[src/rtl/clk_divider_prog.sv]
// Runtime-programmable integer clock divider: registered divided clock plus a
// period-start strobe, with a shadowed divisor that commits at period boundaries.
module clk_divider_prog #(
    parameter int WIDTH       = 16,
    parameter int DEFAULT_DIV = 4
) (
    input  logic             i_clk,
    input  logic             i_rst,
    input  logic             i_en,
    input  logic             i_sync,
    input  logic [WIDTH-1:0] i_div,
    input  logic             i_div_load,
    output logic             o_clk,
    output logic             o_tick,
    output logic             o_busy,
    output logic [WIDTH-1:0] o_div
);

    localparam logic [WIDTH-1:0] MIN_DIV   = WIDTH'(2);
    localparam logic [WIDTH-1:0] RESET_DIV = (DEFAULT_DIV < 2) ? MIN_DIV : WIDTH'(DEFAULT_DIV);

    function automatic logic [WIDTH-1:0] clamp_div(input logic [WIDTH-1:0] value);
        return (value < MIN_DIV) ? MIN_DIV : value;
    endfunction

    logic [WIDTH-1:0] cnt;
    logic [WIDTH-1:0] shadow;
    logic [WIDTH-1:0] half;
    logic [WIDTH-1:0] cnt_inc;
    logic [WIDTH-1:0] sync_div;
    logic             wrap;

    // High phase is ceil(N/2); cnt_inc cannot overflow because it is only
    // used when cnt < N-1.
    always_comb begin
        half     = o_div - (o_div >> 1);
        cnt_inc  = cnt + WIDTH'(1);
        wrap     = (cnt == o_div - WIDTH'(1));
        sync_div = o_busy ? shadow : o_div;
    end

    // NOTE: non-blocking assignments make every register sample pre-edge
    // values, so a wrap commits the previously pending shadow even when a new
    // load lands on the same edge, and a later load assignment to o_busy wins.
    always_ff @(posedge i_clk) begin
        if (i_rst) begin
            cnt    <= RESET_DIV - WIDTH'(1);
            o_div  <= RESET_DIV;
            shadow <= '0;
            o_busy <= 1'b0;
            o_clk  <= 1'b0;
            o_tick <= 1'b0;
        end else begin
            if (i_sync) begin
                // Park the counter on the last count so the next enabled edge
                // begins a full period.
                o_div  <= sync_div;
                cnt    <= sync_div - WIDTH'(1);
                o_busy <= 1'b0;
                o_clk  <= 1'b0;
                o_tick <= 1'b0;
            end else if (i_en) begin
                if (wrap) begin
                    cnt    <= '0;
                    o_tick <= 1'b1;
                    o_clk  <= 1'b1;
                    if (o_busy) begin
                        o_div  <= shadow;
                        o_busy <= 1'b0;
                    end
                end else begin
                    cnt    <= cnt_inc;
                    o_tick <= 1'b0;
                    o_clk  <= (cnt_inc < half);
                end
            end else begin
                o_tick <= 1'b0;
            end

            // Captured after any commit above, so it always becomes the new pending value.
            if (i_div_load) begin
                shadow <= clamp_div(i_div);
                o_busy <= 1'b1;
            end
        end
    end

endmodule

[config.mk]
export PLATFORM = sky130hd
export DESIGN_NAME = clk_divider_prog
export DESIGN_NICKNAME = d
export VERILOG_FILES = /design/src/rtl/clk_divider_prog.sv
export SDC_FILE = /design/constraint.sdc
export NUM_CORES = 1
export LEC_CHECK = 0
export CAP_MARGIN = 20
export CORE_MARGIN = 2
export CORE_UTILIZATION = 40
export CTS_CLUSTER_SIZE = 8
export DETAILED_ROUTE_END_ITERATION = 10
export GPL_TIMING_DRIVEN = 1
export SYNTH_ARGS = -nofsm -noshare
export SYNTH_HDL_FRONTEND = slang
export SYNTH_SLANG_ARGS = --single-unit
[constraint.sdc]
create_clock -name i_clk -period 4.15 [get_ports i_clk]
set_input_delay 1.245 -clock i_clk [delete_from_list [all_inputs] [get_ports i_clk]]
set_output_delay 1.245 -clock i_clk [all_outputs]
set_load 0.01 [all_outputs]
==> impl_metrics.csv, run 1 <==
group,metric,value,unit
outcome,run_status,"finished clean",
grt,number_of_global_route_vias_before_repair,3905,
power,standby_leakage_power,2.24,nW
yosys,synth.net_count,633,
routing,aggregate_routed_wire_length,12.5,mm
timing,fmax,269,MHz
timing,tightestPinTransition,0.976,ns
yosys,synthesized_area,4670,um2
clock_tree,insertion_delay,0.29,ns
grt,grt.overflow.total,0,
clock_tree,postCtsSetupBuffers,0,
setup_path,path_buf_inv,1,
clock_tree,cts-root-buf,"sky130_fd_sc_hd__clkbuf_16",
clock_tree,clock_path_buffers,2,
layout,layout.filler_cells,1164,
layout,design.final.nets,660,
floorplanning,fp.coreArea,11400,um2
timing,unrepaired_setup_endpoints_after_global_routing,"false",
power,total_power,1.60,mW
power,power.clock.fraction,30.1,%
yosys,ys_top_cells_by_area,"sky130_fd_sc_hd__dfxtp_1, sky130_fd_sc_hd__ha_1, sky130_fd_sc_hd__mux2i_1, sky130_fd_sc_hd__xnor2_1, sky130_fd_sc_hd__xor2_1",
setup_path,crit_path_start_kind,"flop",
grt,grt.total_usage,20.2,%
floorplanning,rows,39,
timing,timing_hold_violations_final,0,
yosys,ys_seq_elements,51,
routing,vias_per_cell,5.57,
setup_path,path_cells,"inv_1 > ha_1 > nor2_1 > a221oi_1 > o2111ai_1 > a31oi_1 > o21bai_1 > a21oi_1 > xnor2_1 > ha_1 > nand4_1 > nor4_1 > a221oi_1 > o21ai_0 > a31oi_1",
yosys,area_share_of_the_largest_cell_type_after_synthesis,21.9,%
clock_tree,ctsHoldBuffers,0,
yosys,synthCells,561,
clock_tree,post_cts.resized_instances,0,
yosys,ys_async_sr_fraction,0,%
floorplanning,floorplan.die.height,112,um
setup_path,critical_path_class,"reg -> reg",
clock_tree,cts.sinks,51,
yosys,syn-mean-instance-area,8.33,um2
setup_path,worst_ep_required_time,4.33,ns
layout,antenna_cells_inserted,0,
setup_path,largest_stage_delay_on_the_critical_path,0.53,ns
yosys,synth-warning-count,0,
power,pwr_density_cell,299,nW/um2
layout,area_delta_synth_final,14.3,%
power,comb_power_share,34.7,%
setup_path,critPathArrivalTime,3.90,ns
routing,initialDrtViolationCount,284,
grt,initial_antenna_violation_count,0,
timing,hold-worst-slack,0.510,ns
timing,period_needed,3.72,ns
power,swShare,33.2,%
timing,setup_violations,0,
yosys,synth.yosys.seq_area_share,21.9,%
clock_tree,numCtsBuffers,5,
timing,setup_tns_after_final_layout,0,ns
power,power_switching,530,uW
floorplanning,start_util,40.9,%
power,seqPwrFrac,35.2,%
placed_design,numPortBuffers,39,
routing,wl_per_cell,17.1,um
routing,dr.pass1.iters,5,
clock_tree,cts.reportedPaths.clkPinSlew,0.07,ns
setup_path,family_of_cells_with_the_greatest_summed_delay_on_the_critical_path,"compound AO/OA/AOI/OAI gates",
placed_design,gpl.final_weighted_congestion,0.869,
grt,grt_max_degree,53,
clock_tree,number_of_levels_the_h_tree_was_split_into,2,
clock_tree,cts_tree,"yes",
setup_path,critical_path.max_fanout,8,
timing,slew_viol_final,0,
routing,post-route-drc-count,0,
flow_run,max_cap_violations,0,
yosys,post_synth_num_cell_types,64,
setup_path,endpoint_kind,"flop",
routing,postRouteAntennaNets,0,
floorplanning,io_pins,40,
timing,final.period_utilization,89.7,%
layout,drive_above_1_share,4.24,%
power,irDropWorstVdd,0.275,mV
timing,slew-limit-headroom,35.0,%
yosys,ys.flop_type,"sky130_fd_sc_hd__dfxtp_1",
power,internal_power,1.07,mW
routing,via_count,4076,
floorplanning,die-width,112,um
floorplanning,die_area,12600,um2
setup_path,worst_path_max_delay_cell,"sky130_fd_sc_hd__dfxtp_1",
grt,grt_pass1_wl,20.2,mm
timing,finClkSkew,0.00784,ns
yosys,synth_top_area_cell,"sky130_fd_sc_hd__dfxtp_1",
worst_hold_path,min_path_type,"reg -> reg",
placed_design,detailed_place_hpwl,10.1,mm
yosys,synth_enable_flop_cells,0,
-- state kept, by name, indices dropped and copies added, names as in the netlist --
signal,flops
o_div,16
o_clk,1
o_busy,1
o_tick,1
cnt,16
shadow,16
-- through the flow --
step                      setup slack (ns)  area (um2)  util [%]  std cells
after CTS                            0.455        5340      46.8        732
after detailed placement             0.482        5170      45.2        724
after global routing                0.0704        5340      46.8        732
after floorplan                      0.956        4670         -        561
final                                0.429        5340      46.8        732
after global placement               0.631        5170      45.2        724
-- worst paths after layout --
path                     startpoint                     end  slack (ns)  cells past startpoint
max reg2reg   o_div[5]$_SDFFE_PP0P_      o_clk$_SDFFE_PP0P_        0.43                     15
min reg2reg  shadow[1]$_SDFFE_PP0P_  shadow[1]$_SDFFE_PP0P_        0.51                      2
min          shadow[1]$_SDFFE_PP0P_  shadow[1]$_SDFFE_PP0P_        0.51                      2
max           o_div[5]$_SDFFE_PP0P_      o_clk$_SDFFE_PP0P_        0.43                     15
-- cells by family (layout without fill, tap and decap cells) --
group | count (synthesis) | in the layout | synth area share (%)
buffers and inverters | 56 | 84 | 4.95
AOI/OAI and AO/OA | 99 | 99 | 15.5
and+or+nand+nor | 189 | 189 | 21.0
adders and majority gates | 51 | 51 | 13.8
DFF | 51 | 51 | 21.9
xor gates and xnor gates | 75 | 75 | 14.4
muxes | 40 | 40 | 8.57
-- synthesized netlist by cell type, drive strengths merged, types with 2 or more instances --
library cell,n
a2111o,2
a211oi,7
a21o,7
a21oi,24
a221oi,4
a31oi,4
a41oi,2
and2,6
and3,3
buf,7
clkbuf,18
dfxtp,51
ha,50
inv,31
mux2i,40
nand2,26
nand2b,6
nand3,14
nand3b,2
nand4,5
nor2,63
nor2b,9
nor3,21
nor3b,7
nor4,14
nor4b,3
o2111a,3
o2111ai,2
o211ai,4
o21ai,14
o21bai,6
o221ai,2
o22ai,3
o31ai,2
o32ai,4
or2,2
or3,4
xnor2,43
xor2,32
-- layout make-up --
cell class,count,area [um2],share of cell area (%)
multi-input combinational,454,3420,64.0
sequential,51,1020,19.1
clock inverter,2,35.0,0.656
timing repair buffer,45,430,8.06
clock buffer,6,139,2.60
tap,143,179,3.35
inverter,31,116,2.18
-- tightest hold or removal path, stage by stage (launching register included) --
cell and delay [ns]:
sky130_fd_sc_hd__dfxtp_1 0.33, sky130_fd_sc_hd__nor2_1 0.09, sky130_fd_sc_hd__nor3_1 0.05
-- power groups by stage --
stage	sequential (mW)	clock (mW)	combinational (mW)
finish	0.563	0.480	0.554
floorplan	0.555	0	0.417
detailed placement	0.573	0	0.548
CTS	0.562	0.491	0.552
global route	0.567	0.507	0.616
global placement	0.572	0	0.539
-- layer usage --
metal | GRT usage [%] | up-vias | wire, um | share of wire (%)
li1 | - | 2048 | - | -
met1 | 28.3 | 1924 | 6080 | 49
met2 | 33.4 | 90 | 5750 | 46
met3 | 1.62 | 14 | 437 | 3.5
met4 | 6.18 | 0 | 261 | 2.1
met5 | 0 | - | 0 | 0
-- cell usage in the layout, fill, tap and decap left out, drive strengths merged, types with 3 or more instances in the layout --
cell type	count
nor3b	7
nand2b	6
a211oi	7
o22ai	3
mux2i	40
nor4b	3
nand4	5
a221oi	4
o211ai	4
a21oi	24
dfxtp	51
xnor2	43
o32ai	4
nor3	21
a21o	7
buf	7
inv	31
xor2	32
o21bai	6
nor2	63
or3	4
ha	50
and2	6
nor2b	9
clkbuf	6
and3	3
a31oi	4
nor4	14
o21ai	14
nand2	26
o2111a	3
nand3	14
clkdlybuf4s50	38
(Power assumes the default switching activity.)
==> run 2, diff against run 1 <==
--- a/config.mk
+++ b/config.mk
@@ -8,6 +8,7 @@
 export CAP_MARGIN = 20
 export CORE_MARGIN = 2
 export CORE_UTILIZATION = 40
+export CTS_CLUSTER_DIAMETER = 60
 export CTS_CLUSTER_SIZE = 8
 export DETAILED_ROUTE_END_ITERATION = 10
 export GPL_TIMING_DRIVEN = 1
==> results of run 2 <==
The final DEF is identical to that of run 1; final timing and power are the same.
